## src/rtl/param_array_rr_mux.sv

```systemverilog
// -----------------------------------------------------------------------------
// param_array_rr_mux
//   N-channel stream concentrator. A round-robin arbiter picks one valid input
//   channel per cycle and loads it into a single registered output stage with a
//   valid/ready handshake. Per-channel saturating grant counters count accepted
//   beats for debug/performance readout.
//
// Ports
//   clk        clock, rising edge
//   rst_n      asynchronous reset, active low
//   in_valid   [NCH]          per-channel valid
//   in_data    [NCH][DW]      per-channel payload
//   in_ready   [NCH]          per-channel ready (at most one high per cycle)
//   out_valid                 output register holds a beat
//   out_data   [DW]           payload of the held beat
//   out_ch     [IDW]          source channel of the held beat
//   out_ready                 downstream accept
//   clr_cnt                   synchronous clear of all grant counters
//   grant_cnt  [NCH][CW]      per-channel accepted-beat count, saturating
//
// Handshake: a beat moves across an interface on a rising edge where valid and
// ready are both high. Producers hold valid/data stable until ready; ready may
// depend combinationally on valid (in_ready also follows out_ready), while
// out_valid is purely registered.
// -----------------------------------------------------------------------------
module param_array_rr_mux #(
    parameter int NCH = 6,
    parameter int DW  = 8,
    parameter int CW  = 16,
    localparam int IDW = (NCH > 1) ? $clog2(NCH) : 1
) (
    input  logic           clk,
    input  logic           rst_n,
    input  logic           in_valid  [NCH],
    input  logic [DW-1:0]  in_data   [NCH],
    output logic           in_ready  [NCH],
    output logic           out_valid,
    output logic [DW-1:0]  out_data,
    output logic [IDW-1:0] out_ch,
    input  logic           out_ready,
    input  logic           clr_cnt,
    output logic [CW-1:0]  grant_cnt [NCH]
);

    typedef enum logic {
        EMPTY = 1'b0,
        FULL  = 1'b1
    } state_t;

    state_t         state;
    state_t         state_nxt;
    logic [IDW-1:0] ptr;
    logic [IDW-1:0] ptr_nxt;
    logic [IDW-1:0] grant;
    logic [IDW-1:0] hi_idx;
    logic [IDW-1:0] lo_idx;
    logic           hi_found;
    logic           any_valid;
    logic           load_en;
    logic           transfer;
    logic [DW-1:0]  sel_data;

    // The output register may take a new beat when it is empty or being drained.
    assign load_en   = (state == EMPTY) || out_ready;
    assign transfer  = load_en && any_valid;
    assign out_valid = (state == FULL);

    // Rotating priority without a modulo: the lowest valid index at or above
    // ptr wins; if there is none, the lowest valid index overall wins (wrap).
    // Descending loops leave the smallest matching index in hi_idx / lo_idx.
    always_comb begin
        hi_found  = 1'b0;
        hi_idx    = '0;
        any_valid = 1'b0;
        lo_idx    = '0;
        for (int i = NCH - 1; i >= 0; i--) begin
            if (in_valid[i]) begin
                any_valid = 1'b1;
                lo_idx    = IDW'(i);
                if (IDW'(i) >= ptr) begin
                    hi_found = 1'b1;
                    hi_idx   = IDW'(i);
                end
            end
        end
        grant = hi_found ? hi_idx : lo_idx;
    end

    always_comb begin
        sel_data = '0;
        for (int i = 0; i < NCH; i++) begin
            in_ready[i] = load_en && (grant == IDW'(i)) && in_valid[i];
            if (grant == IDW'(i)) begin
                sel_data = in_data[i];
            end
        end
    end

    // Pointer moves to the channel after the winner, wrapping explicitly so a
    // non-power-of-two NCH never leaves ptr at an unused code.
    always_comb begin
        ptr_nxt = ptr;
        if (transfer) begin
            if (grant == IDW'(NCH - 1)) begin
                ptr_nxt = '0;
            end else begin
                ptr_nxt = grant + IDW'(1);
            end
        end
    end

    always_comb begin
        state_nxt = state;
        if (load_en) begin
            state_nxt = any_valid ? FULL : EMPTY;
        end
    end

    always_ff @(posedge clk or negedge rst_n) begin
        if (!rst_n) begin
            state    <= EMPTY;
            ptr      <= '0;
            out_data <= '0;
            out_ch   <= '0;
        end else begin
            state <= state_nxt;
            ptr   <= ptr_nxt;
            if (transfer) begin
                out_data <= sel_data;
                out_ch   <= grant;
            end
        end
    end

    // Clear has priority over a same-cycle increment; increments stop at all-ones.
    always_ff @(posedge clk or negedge rst_n) begin
        if (!rst_n) begin
            for (int i = 0; i < NCH; i++) begin
                grant_cnt[i] <= '0;
            end
        end else begin
            for (int i = 0; i < NCH; i++) begin
                if (clr_cnt) begin
                    grant_cnt[i] <= '0;
                end else if (transfer && (grant == IDW'(i)) &&
                             (grant_cnt[i] != {CW{1'b1}})) begin
                    grant_cnt[i] <= grant_cnt[i] + CW'(1);
                end
            end
        end
    end

endmodule

```

## config.mk

```make
export PLATFORM = sky130hd
export DESIGN_NAME = param_array_rr_mux
export DESIGN_NICKNAME = d
export VERILOG_FILES = /design/src/rtl/param_array_rr_mux.sv
export SDC_FILE = /design/constraint.sdc
export NUM_CORES = 1
export LEC_CHECK = 0
export ABC_CLOCK_PERIOD_IN_PS = 5300
export CAP_MARGIN = 30
export CORE_MARGIN = 5
export CORE_UTILIZATION = 43
export CTS_CLUSTER_SIZE = 14
export DETAILED_ROUTE_END_ITERATION = 8
export PLACE_DENSITY = 0.73
export SLEW_MARGIN = 20
export SYNTH_ARGS = -nofsm -noshare
export SYNTH_HDL_FRONTEND = slang
export SYNTH_SLANG_ARGS = --single-unit
```

## constraint.sdc

```tcl
create_clock -name clk -period 5.3 [get_ports clk]
set_clock_uncertainty 0.15 [all_clocks]
set_input_delay 1.06 -clock clk [delete_from_list [all_inputs] [get_ports clk]]
set_output_delay 1.06 -clock clk [all_outputs]
set_load 0.01 [all_outputs]
```

==> impl_metrics.yaml <==
run_status:
  status: "finished, final reports clean"
routing:
  detail_route.drc_violations: 0
  drtIter0Drc: 308
  firstDrtPassIters: 4
  ant_nets: 0
  routed_wl_um: 17800
  post_drt_wl_per_cell_um: 16.8
  vias: 5889
  vias_per_cell: 5.55
sta:
  slew_headroom: 0.478
  drv_slew: 0
  worstMarginPinSlew_ns: 0.777
  setup_violations: 0
  grt_setup_unrepaired: "no"
  period_needed_ns: 5.00
  finalSetupTns_ns: 0
  clock.fmax_mhz: 200
  finalHoldViolations: 0
  period_share: 0.944
clock_tree:
  worstSkewPairLatency_ns: 0.35
  numCtsBuffers: 9
  cts_root_buf: "clkbuf_16"
  cts_tree: "done"
  path_clk_slew_ns: 0.07
  cts_num_sinks: 111
  cts_hold_buf: 0
  clockBufferDepth: 2
  h-tree-depth: 3
synthesis:
  ys_ff_latch: 111
  syn_avg_cell_area_um2: 8.86
  synthFlopType: "dfrtp_1"
  synth_area_um2: 6250
  synth_seq_area_share: 0.445
  synthArstFlopShare: 1.00
  synth_cells: 705
  yosysWarningCount: 0
  synth-edff-count: 0
  yosysUniqueCellTypes: 56
  syn_nets: 770
placed_design:
  dpl.hpwl_um: 12900
  place.gp.congestion: 0.843
  post_dp_cell_area_um2: 8210
  port-buffer-count: 171
floorplan:
  die_x_um: 131
  core_um2: 14400
  row_count: 44
  die_h_um: 131
  start_util: 0.435
  dieArea_um2: 17000
  ioPinCount: 172
global_routing:
  grt_pass1_vias: 5525
  grt-ovfl-total: 0
  antenna_found_initial: 1
  grt_use_total: 0.206
  grt_first_pass_wirelength_um: 28200
  grt_max_degree: 62
setup_path:
  endpoint_kind: "primary output"
  cp.required_ns: 4.09
  crit_buf_inv: 3
  path_max_fanout: 5
  cpMostUsedCell: "clkdlybuf4s50_1"
  crit_family: "buffers and inverters"
  crit_type: "in -> out"
  critPathLaunchType: "input port"
  max_stage_delay_ns: 0.61
  critical_path.cell_chain: "clkdlybuf4s50_1 > nor2b_1 > o21ai_0 > o2111a_1 > a21oi_2 > nor2_1 > ha_1 > clkinv_1 > nor3_1 > clkdlybuf4s50_1"
  critPathSlowestCell: "clkdlybuf4s50_1"
  critPathArrivalTime_ns: 3.79
pwr:
  power.switching_mw: 0.852
  leakage_nw: 3.26
  p_per_area_nw_per_um2: 299
  seq_power_share: 0.379
  p_clk_frac: 0.291
  intPower_mw: 1.70
  switching_share: 0.333
  ir_drop_mv: 0.144
  p_comb_frac: 0.330
finish:
  drive_above_1_share: 0.0661
  areaGrowthSynthToFinish_pct: 36.9
  ff_latch_area_um2: 2780
  diodes: 0
  multiInputGateArea_um2: 3290
  nets: 937
  nFillCells: 1268
  fin_area_um2: 8560
run:
  maxCapViolations: 0
hold_path:
  hold_path.class: "reg -> reg"
## state kept, by name, indices dropped and copies added (netlist names)
name	flops
out_ch	3
ptr	3
grant_cnt	96
out_valid	1
out_data	8
## kinds of logic after synthesis
family                   synth area share
buffers and inverters              0.0334
AO/OA/AOI/OAI                       0.117
XOR/XNOR                           0.0953
multiplexers                       0.0176
flip-flops                          0.445
AND/OR/NAND/NOR                     0.278
adder cells (fa/ha/maj)            0.0140
## synthesized netlist by cell type (all sizes together), types with 10 or more instances
cell | count | area [µm²]
nor3 | 22 | 110
clkbuf | 26 | 97.6
and3 | 14 | 87.6
nand4 | 19 | 119
a31oi | 10 | 62.6
or3 | 12 | 75.1
xor2 | 16 | 140
o21ai | 29 | 145
dfrtp | 111 | 2780
a21oi | 34 | 170
nand3 | 51 | 255
nor4 | 28 | 205
inv | 17 | 63.8
nor2b | 10 | 62.6
nand2 | 51 | 194
nor2 | 109 | 409
xnor2 | 52 | 455
## worst register-to-register path: stages, from the launching register on
cell,delay [ns]
dfrtp_1,0.61
nand3b_1,0.26
a2111oi_2,0.37
o21ai_1,0.20
nor2_1,0.16
ha_1,0.18
buf_4,0.21
nand2_1,0.14
a211o_1,0.36
or3_1,0.34
a21oi_1,0.15
## placed cells by master, fill, tap and decap left out, drive strengths merged, types with 12 or more instances in the layout
cell / instances
nor2: 109
or3: 12
nand4: 19
xnor2: 52
dfrtp: 111
clkdlybuf4s50: 168
nor4: 28
nand2: 51
inv: 17
nor3: 22
buf: 21
a21oi: 34
o21ai: 29
and3: 14
xor2: 16
nand3: 51
## worst paths after layout
kind                                        from  cells past startpoint  slack [ns]                   endpoint
min                        out_ch[2]$_DFFE_PN0P_                      1        0.34      out_ch[2]$_DFFE_PN0P_
max                                  in_valid[5]                     10        0.30                in_ready[2]
max in group asynchronous                  rst_n                      2        3.48   grant_cnt[0]$_DFFE_PN0P_
min reg2reg                out_ch[2]$_DFFE_PN0P_                      1        0.34      out_ch[2]$_DFFE_PN0P_
max reg2reg                   ptr[2]$_DFFE_PN0P_                     10        2.10  grant_cnt[43]$_DFFE_PN0P_
min in group asynchronous                  rst_n                      1        0.48    out_data[6]$_DFFE_PN0P_
## routing by layer
metal / track usage / share of wire / routed length [µm] / vias to the layer above
li1: - / - / - / 2862
met1: 0.282 / 0.45 / 8060 / 2809
met2: 0.323 / 0.45 / 8030 / 192
met3: 0.0463 / 0.078 / 1400 / 24
met4: 0.0750 / 0.019 / 339 / 2
met5: 0 / 0.00073 / 13 / -
## timing repair
action,4_1_cts,5_1_grt
endpoints found under the hold margin,0,0
resized for setup,0,4
setup buffers,0,1
endpoints found under the setup margin,0,1
## stage by stage
stage                      util  hold WS [ns]  worst slack [ns]  total power, mW  std cells
after global routing      0.596         0.365            0.0583             2.69       1061
after detailed placement  0.571         0.325             0.166             1.82       1044
after global placement    0.569         0.326             0.283             1.82       1043
after CTS                 0.594         0.355             0.160             2.57       1060
after floorplan               -         0.366             0.641             1.45        705
final                     0.596         0.340             0.299             2.56       1061
## power groups by stage
stage	Sequential, mW	Combinational (mW)	Clock (mW)
5_1_grt	0.974	0.931	0.786
3_3_place_gp	0.985	0.831	0
6_report	0.969	0.843	0.743
3_5_place_dp	0.983	0.832	0
4_1_cts	0.967	0.837	0.763
2_1_floorplan	0.988	0.463	0
## final cells by class
cell class | count | area share
multi-input combinational | 542 | 0.384
sequential | 111 | 0.325
timing repair buffer | 190 | 0.219
clock buffer | 11 | 0.0284
tap | 184 | 0.0269
clock inverter | 5 | 0.00950
inverter | 18 | 0.00790
No activity file was read; power rests on OpenSTA's default activity.
